**src/rtl/conv1_layer1_res_collect_pkg.sv**
```systemverilog
// Shared definitions for the conv1 layer-1 datapath stages.
package conv1_pkg;

  localparam int DEF_DATA_W  = 16;
  localparam int DEF_VEC_LEN = 64;

  typedef logic [DEF_DATA_W*DEF_VEC_LEN-1:0] vec_t;

  // Negative two's-complement values clamp to zero (MSB test).
  function automatic logic [DEF_DATA_W-1:0] relu(input logic [DEF_DATA_W-1:0] x);
    return x[DEF_DATA_W-1] ? '0 : x;
  endfunction

endpackage

```
**src/rtl/conv1_layer1_res_collect_bank.sv**
```systemverilog
// One VEC_LEN x DATA_W result bank: indexed write, whole bank readable as a packed vector.
module res_bank
  import conv1_pkg::*;
#(
  parameter int DATA_W  = DEF_DATA_W,
  parameter int VEC_LEN = DEF_VEC_LEN,
  parameter int IDX_W   = $clog2(VEC_LEN)
) (
  input  logic                      clk,
  input  logic                      we,
  input  logic [IDX_W-1:0]          widx,
  input  logic [DATA_W-1:0]         wdata,
  output logic [DATA_W*VEC_LEN-1:0] rd_vec
);

  logic [DATA_W-1:0] mem_q [VEC_LEN];
  logic [DATA_W-1:0] mem_d [VEC_LEN];

  always_comb begin
    mem_d = mem_q;
    if (we) mem_d[widx] = wdata;
  end

  // Data is deliberately left unreset; validity is tracked by the full flags.
  always_ff @(posedge clk) begin
    mem_q <= mem_d;
  end

  for (genvar k = 0; k < VEC_LEN; k++) begin : g_rd
    assign rd_vec[k*DATA_W +: DATA_W] = mem_q[k];
  end

endmodule

```
**src/rtl/conv1_layer1_res_collect.sv**
```systemverilog
// Collects serial adder-tree results into ping-pong banks and hands off full vectors.
module conv1_layer1_res_collect
  import conv1_pkg::*;
#(
  parameter int DATA_W  = DEF_DATA_W,
  parameter int VEC_LEN = DEF_VEC_LEN,
  parameter bit RELU_EN = 1'b1
) (
  input  logic                      clk,
  input  logic                      rst,
  input  logic                      start,
  input  logic                      data_v,
  input  logic [DATA_W-1:0]         in_res,
  output logic [DATA_W*VEC_LEN-1:0] out_vec,
  output logic                      out_v,
  input  logic                      out_ready,
  output logic                      overrun,
  output logic [15:0]               vec_cnt
);

  localparam int IDX_W = $clog2(VEC_LEN);
  localparam logic [IDX_W-1:0] LAST_IDX = IDX_W'(VEC_LEN - 1);

  logic [1:0]        full_q, full_d;
  logic              wr_bank_q, wr_bank_d;
  logic              rd_bank_q, rd_bank_d;
  logic [IDX_W-1:0]  wr_idx_q, wr_idx_d;
  logic              overrun_q, overrun_d;
  logic [15:0]       vec_cnt_q, vec_cnt_d;

  logic [1:0]        we;
  logic [DATA_W-1:0] wr_data;
  logic              wr_en;
  logic              hs;
  logic [DATA_W*VEC_LEN-1:0] bank_vec0, bank_vec1;

  always_comb begin
    wr_data   = (RELU_EN && in_res[DATA_W-1]) ? '0 : in_res;
    wr_en     = data_v && !full_q[wr_bank_q] && !start;
    hs        = full_q[rd_bank_q] && out_ready && !start;
    we        = '0;
    full_d    = full_q;
    wr_bank_d = wr_bank_q;
    rd_bank_d = rd_bank_q;
    wr_idx_d  = wr_idx_q;
    overrun_d = overrun_q;
    vec_cnt_d = vec_cnt_q;

    if (start) begin
      full_d    = '0;
      wr_bank_d = 1'b0;
      rd_bank_d = 1'b0;
      wr_idx_d  = '0;
      overrun_d = 1'b0;
      vec_cnt_d = '0;
    end else begin
      if (wr_en) begin
        we[wr_bank_q] = 1'b1;
        if (wr_idx_q == LAST_IDX) begin
          full_d[wr_bank_q] = 1'b1;
          wr_bank_d         = ~wr_bank_q;
          wr_idx_d          = '0;
        end else begin
          wr_idx_d = wr_idx_q + 1'b1;
        end
      end
      if (data_v && full_q[wr_bank_q]) overrun_d = 1'b1;
      // A write only targets a non-full bank and a handshake only a full one,
      // so both updates to full_d never hit the same bit.
      if (hs) begin
        full_d[rd_bank_q] = 1'b0;
        rd_bank_d         = ~rd_bank_q;
        vec_cnt_d         = vec_cnt_q + 16'd1;
      end
    end
  end

  always_ff @(posedge clk) begin
    if (rst) begin
      full_q    <= '0;
      wr_bank_q <= 1'b0;
      rd_bank_q <= 1'b0;
      wr_idx_q  <= '0;
      overrun_q <= 1'b0;
      vec_cnt_q <= '0;
    end else begin
      full_q    <= full_d;
      wr_bank_q <= wr_bank_d;
      rd_bank_q <= rd_bank_d;
      wr_idx_q  <= wr_idx_d;
      overrun_q <= overrun_d;
      vec_cnt_q <= vec_cnt_d;
    end
  end

  res_bank #(.DATA_W(DATA_W), .VEC_LEN(VEC_LEN), .IDX_W(IDX_W)) u_bank0 (
    .clk    (clk),
    .we     (we[0]),
    .widx   (wr_idx_q),
    .wdata  (wr_data),
    .rd_vec (bank_vec0)
  );

  res_bank #(.DATA_W(DATA_W), .VEC_LEN(VEC_LEN), .IDX_W(IDX_W)) u_bank1 (
    .clk    (clk),
    .we     (we[1]),
    .widx   (wr_idx_q),
    .wdata  (wr_data),
    .rd_vec (bank_vec1)
  );

  assign out_vec = rd_bank_q ? bank_vec1 : bank_vec0;
  assign out_v   = full_q[rd_bank_q];
  assign overrun = overrun_q;
  assign vec_cnt = vec_cnt_q;

endmodule

```
**config.mk**
```make
export PLATFORM = sky130hd
export DESIGN_NAME = conv1_layer1_res_collect
export DESIGN_NICKNAME = d
export VERILOG_FILES = /design/src/rtl/conv1_layer1_res_collect_pkg.sv /design/src/rtl/conv1_layer1_res_collect_bank.sv /design/src/rtl/conv1_layer1_res_collect.sv
export SDC_FILE = /design/constraint.sdc
export NUM_CORES = 2
export LEC_CHECK = 0
export ABC_AREA = 1
export BUFFER_PORTS_ARGS = -buffer_cell sky130_fd_sc_hd__clkbuf_2
export CAP_MARGIN = 10
export CELL_PAD_IN_SITES_DETAIL_PLACEMENT = 0
export CELL_PAD_IN_SITES_GLOBAL_PLACEMENT = 2
export CORE_AREA = 10 10 427 429
export DETAILED_ROUTE_END_ITERATION = 7
export DIE_AREA = 0 0 437 439
export PLACE_DENSITY = 0.83
export RECOVER_POWER = 100
export SYNTH_ARGS = -nofsm -noshare
export SYNTH_HDL_FRONTEND = slang
export SYNTH_SLANG_ARGS = --single-unit
```
**constraint.sdc**
```tcl
create_clock -name clk -period 7.8 [get_ports clk]
set_clock_uncertainty 0.1 [all_clocks]
set_input_delay 0.39 -clock clk [delete_from_list [all_inputs] [get_ports clk]]
set_output_delay 0.39 -clock clk [all_outputs]
set_load 0.01 [all_outputs]
```
==> qor.yml <==
reg2reg_setup_slack_ns: 1.59
max_freq_mhz: 156.8
fin_ws_ns: 1.421
cts_buffers: 197
netlist_area_um2: 72370
clock_sinks: 1947
num_io_pins: 1063
p_leak_nw: 30.00
ff2ff_path_depth: 7
ys_ff_latch: 1947
holdPathEnd: "overrun$_SDFFE_PP0P_"
grt.total_usage_pct: 23.81
ys_async_sr_fraction_pct: 0
worstSetupEndpointType: "flip-flop"
nNetsFinal: 6731
slew_headroom_pct: -192.0
dieArea_um2: 191800
area_growth_pct: 17.42
maxCapViolations: 46
fin_area_um2: 84980
vias: 45970
grt_max_degree: 201
coreArea_um2: 173400
route.detailed.drc: 0
cts_root_buffer: "clkbuf_16"
routed_wirelength_um: 238600
first_pass_iters: 5
htree_levels: 4
crit_path_start_kind: "input pin"
first_iter_violations: 4669
seq_area_frac_synth_pct: 80.41
path_max_fanout: 53
gp_congestion: 0.8219
grt_pass1_wl_um: 329200
finalSetupTns_ns: 0
failed_checks: "max-capacitance violations, max-slew violations"
start_util_pct: 41.73
period_minus_slack_ns: 6.379
fp-row-count: 153
overflow: 0
ant_nets: 0
postCtsSetupRepairBufs: 0
rsz0062_at_grt: "no"
postPlaceCellArea_um2: 80630
finalSetupViolCount: 0
reg2reg_to: "u_bank0.rd_vec[596]$_DFFE_PP_"
powerDensity_nw_per_um2: 245.3
via_per_inst: 4.997
crit_required_ns: 7.79
cp_data_arrival_time_ns: 6.37
n_fill_cell: 15720
yosysWarnings: 0
avgSynthCellArea_um2: 13.01
ir_drop_mv: 0.2274
portBuffers: 998
synth-edff-count: 1920
cts-resized-gates: 0
status: "complete, but fails checks"
drive_above_1_share_pct: 5.226
finalPower_mw: 20.85
chipHeight_um: 439
cts_tree: "done"
ys_dominant_reg_cell: "edfxtp_1"
r2r-start: "wr_bank_q$_SDFFE_PP0P_"
clk_pin_slew_ns: 0.06
holdBufCountCts: 14
wire_per_inst_um: 25.94
hold_depth: 2
min_path_type: "flip-flop to flip-flop"
clk_latency_ns: 0.83
drv_slew: 2629
critical_path_class: "input pin to flip-flop"
finalHoldViolCount: 0
synth.distinct_cells: 31
worstMarginPinSlew_ns: 4.381
hp-start: "overrun$_SDFFE_PP0P_"
grt_pass1_vias: 43370
antenna_found_initial: 5
dp.final_hpwl_um: 148600
dp_slack_ns: 3.571
die_x_um: 437
period_share_pct: 81.78
clk_path_buf_depth: 3
postSynthCellCount: 5561
-- critical path, cell delays in order --
cell and delay [ns]:
clkbuf_1 0.59, nor2_1 2.50, clkbuf_1 2.76
-- routing by layer --
| metal | wire length, um | GRT usage (%) |
|---|---|---|
| met1 | 90660 | 29.16 |
| met2 | 117100 | 39.74 |
| met3 | 14290 | 3.982 |
| met4 | 16520 | 14.08 |
| met5 | 0 | 0 |
-- cell families (layout without fill, tap and decap cells) --
family	after synthesis	count (layout)	share of synthesized area (%)
AOI/OAI and AO/OA	26	26	0.1919
adders and majority gates	2	2	0.03457
buffers and inverters	350	1596	2.322
DFF	1947	1947	80.41
other	1	68	0.005181
and+or+nand+nor	3235	3235	17.04
-- report_power, final --
part,switching [mW],internal (mW),total (mW)
logic,0.302,0.0217,0.324
clock network,3.95,5.04,8.99
registers,0.00231,11.5,11.5
total,4.25,16.6,20.8
-- flip-flops by register name, indices dropped and copies added, names as in the netlist --
| name | count |
|---|---|
| full_q | 2 |
| overrun | 1 |
| rd_bank_q | 1 |
| u_bank0.rd_vec | 960 |
| u_bank1.rd_vec | 960 |
| vec_cnt | 16 |
| wr_bank_q | 1 |
| wr_idx_q | 6 |
-- cell usage after synthesis (2+ instances only) --
| master | number | share of area (%) |
|---|---|---|
| inv_2 | 3 | 0.016 |
| a21oi_1 | 11 | 0.076 |
| buf_2 | 99 | 0.68 |
| dfxtp_1 | 27 | 0.75 |
| nand2_4 | 3 | 0.047 |
| clkbuf_1 | 130 | 0.67 |
| buf_4 | 64 | 0.66 |
| ha_1 | 2 | 0.035 |
| nand2_1 | 3001 | 16 |
| nor3_2 | 10 | 0.14 |
| inv_1 | 50 | 0.26 |
| nand2_2 | 3 | 0.026 |
| buf_1 | 3 | 0.016 |
| nor3_1 | 3 | 0.021 |
| o21ai_0 | 12 | 0.083 |
| nand4_1 | 12 | 0.10 |
| nor2_1 | 185 | 0.96 |
| edfxtp_1 | 1920 | 80 |
| nand3_1 | 10 | 0.069 |
| nor2_4 | 2 | 0.031 |
-- worst max-delay path by stage --
| stage | startpoint | cells after the start | end |
|---|---|---|---|
| 6_report | in_res[15] | 3 | u_bank0.rd_vec[483]$_DFFE_PP_ |
| 5_1_grt | wr_bank_q$_SDFFE_PP0P_ | 8 | u_bank1.rd_vec[732]$_DFFE_PP_ |
| 4_1_cts | rd_bank_q$_SDFFE_PP0P_ | 6 | out_vec[747] |
| 3_5_place_dp | rd_bank_q$_SDFFE_PP0P_ | 6 | out_vec[731] |
| 3_3_place_gp | rd_bank_q$_SDFFE_PP0P_ | 6 | out_vec[231] |
| 2_1_floorplan | in_res[15] | 2 | u_bank0.rd_vec[1000]$_DFFE_PP_ |
-- layout by cell type, fill, tap and decap left out, drive strengths merged --
cell and count:
nand2 3007, bufinv 9, buf 24, ha 2, inv 63, nand3b 1, nand4 12, and3 1
diode 4, o21bai 1, o21ai 12, nor2 189, dfxtp 27, clkinv 80, clkinvlp 3, nor3 13
nand3 11, a21oi 12, or2 1, conb 64, o21a 1, edfxtp 1920, clkbuf 1403, dlygate4sd3 14
-- layout make-up --
cell class | instances | area (um2) | area share [%]
antenna | 4 | 10.01 | 0.01178
multi-input combinational | 3327 | 12810 | 15.07
inverter | 54 | 211.5 | 0.2488
clock inverter | 101 | 852.1 | 1.003
timing repair buffer | 1181 | 4746 | 5.584
sequential | 1947 | 58200 | 68.48
clock buffer | 260 | 5250 | 6.178
tap | 2325 | 2909 | 3.423
-- metrics by stage --
stage | instances | hold slack, ns | util, %
5_1_grt | 9195 | 0.3965 | 48.99
6_report | 9199 | 0.3701 | 49.00
2_1_floorplan | 5624 | 0.3432 | -
3_5_place_dp | 8807 | 0.3621 | 46.49
4_1_cts | 9182 | 0.1791 | 50.09
3_3_place_gp | 8780 | 0.3614 | 46.34
(Power assumes the default switching activity.)
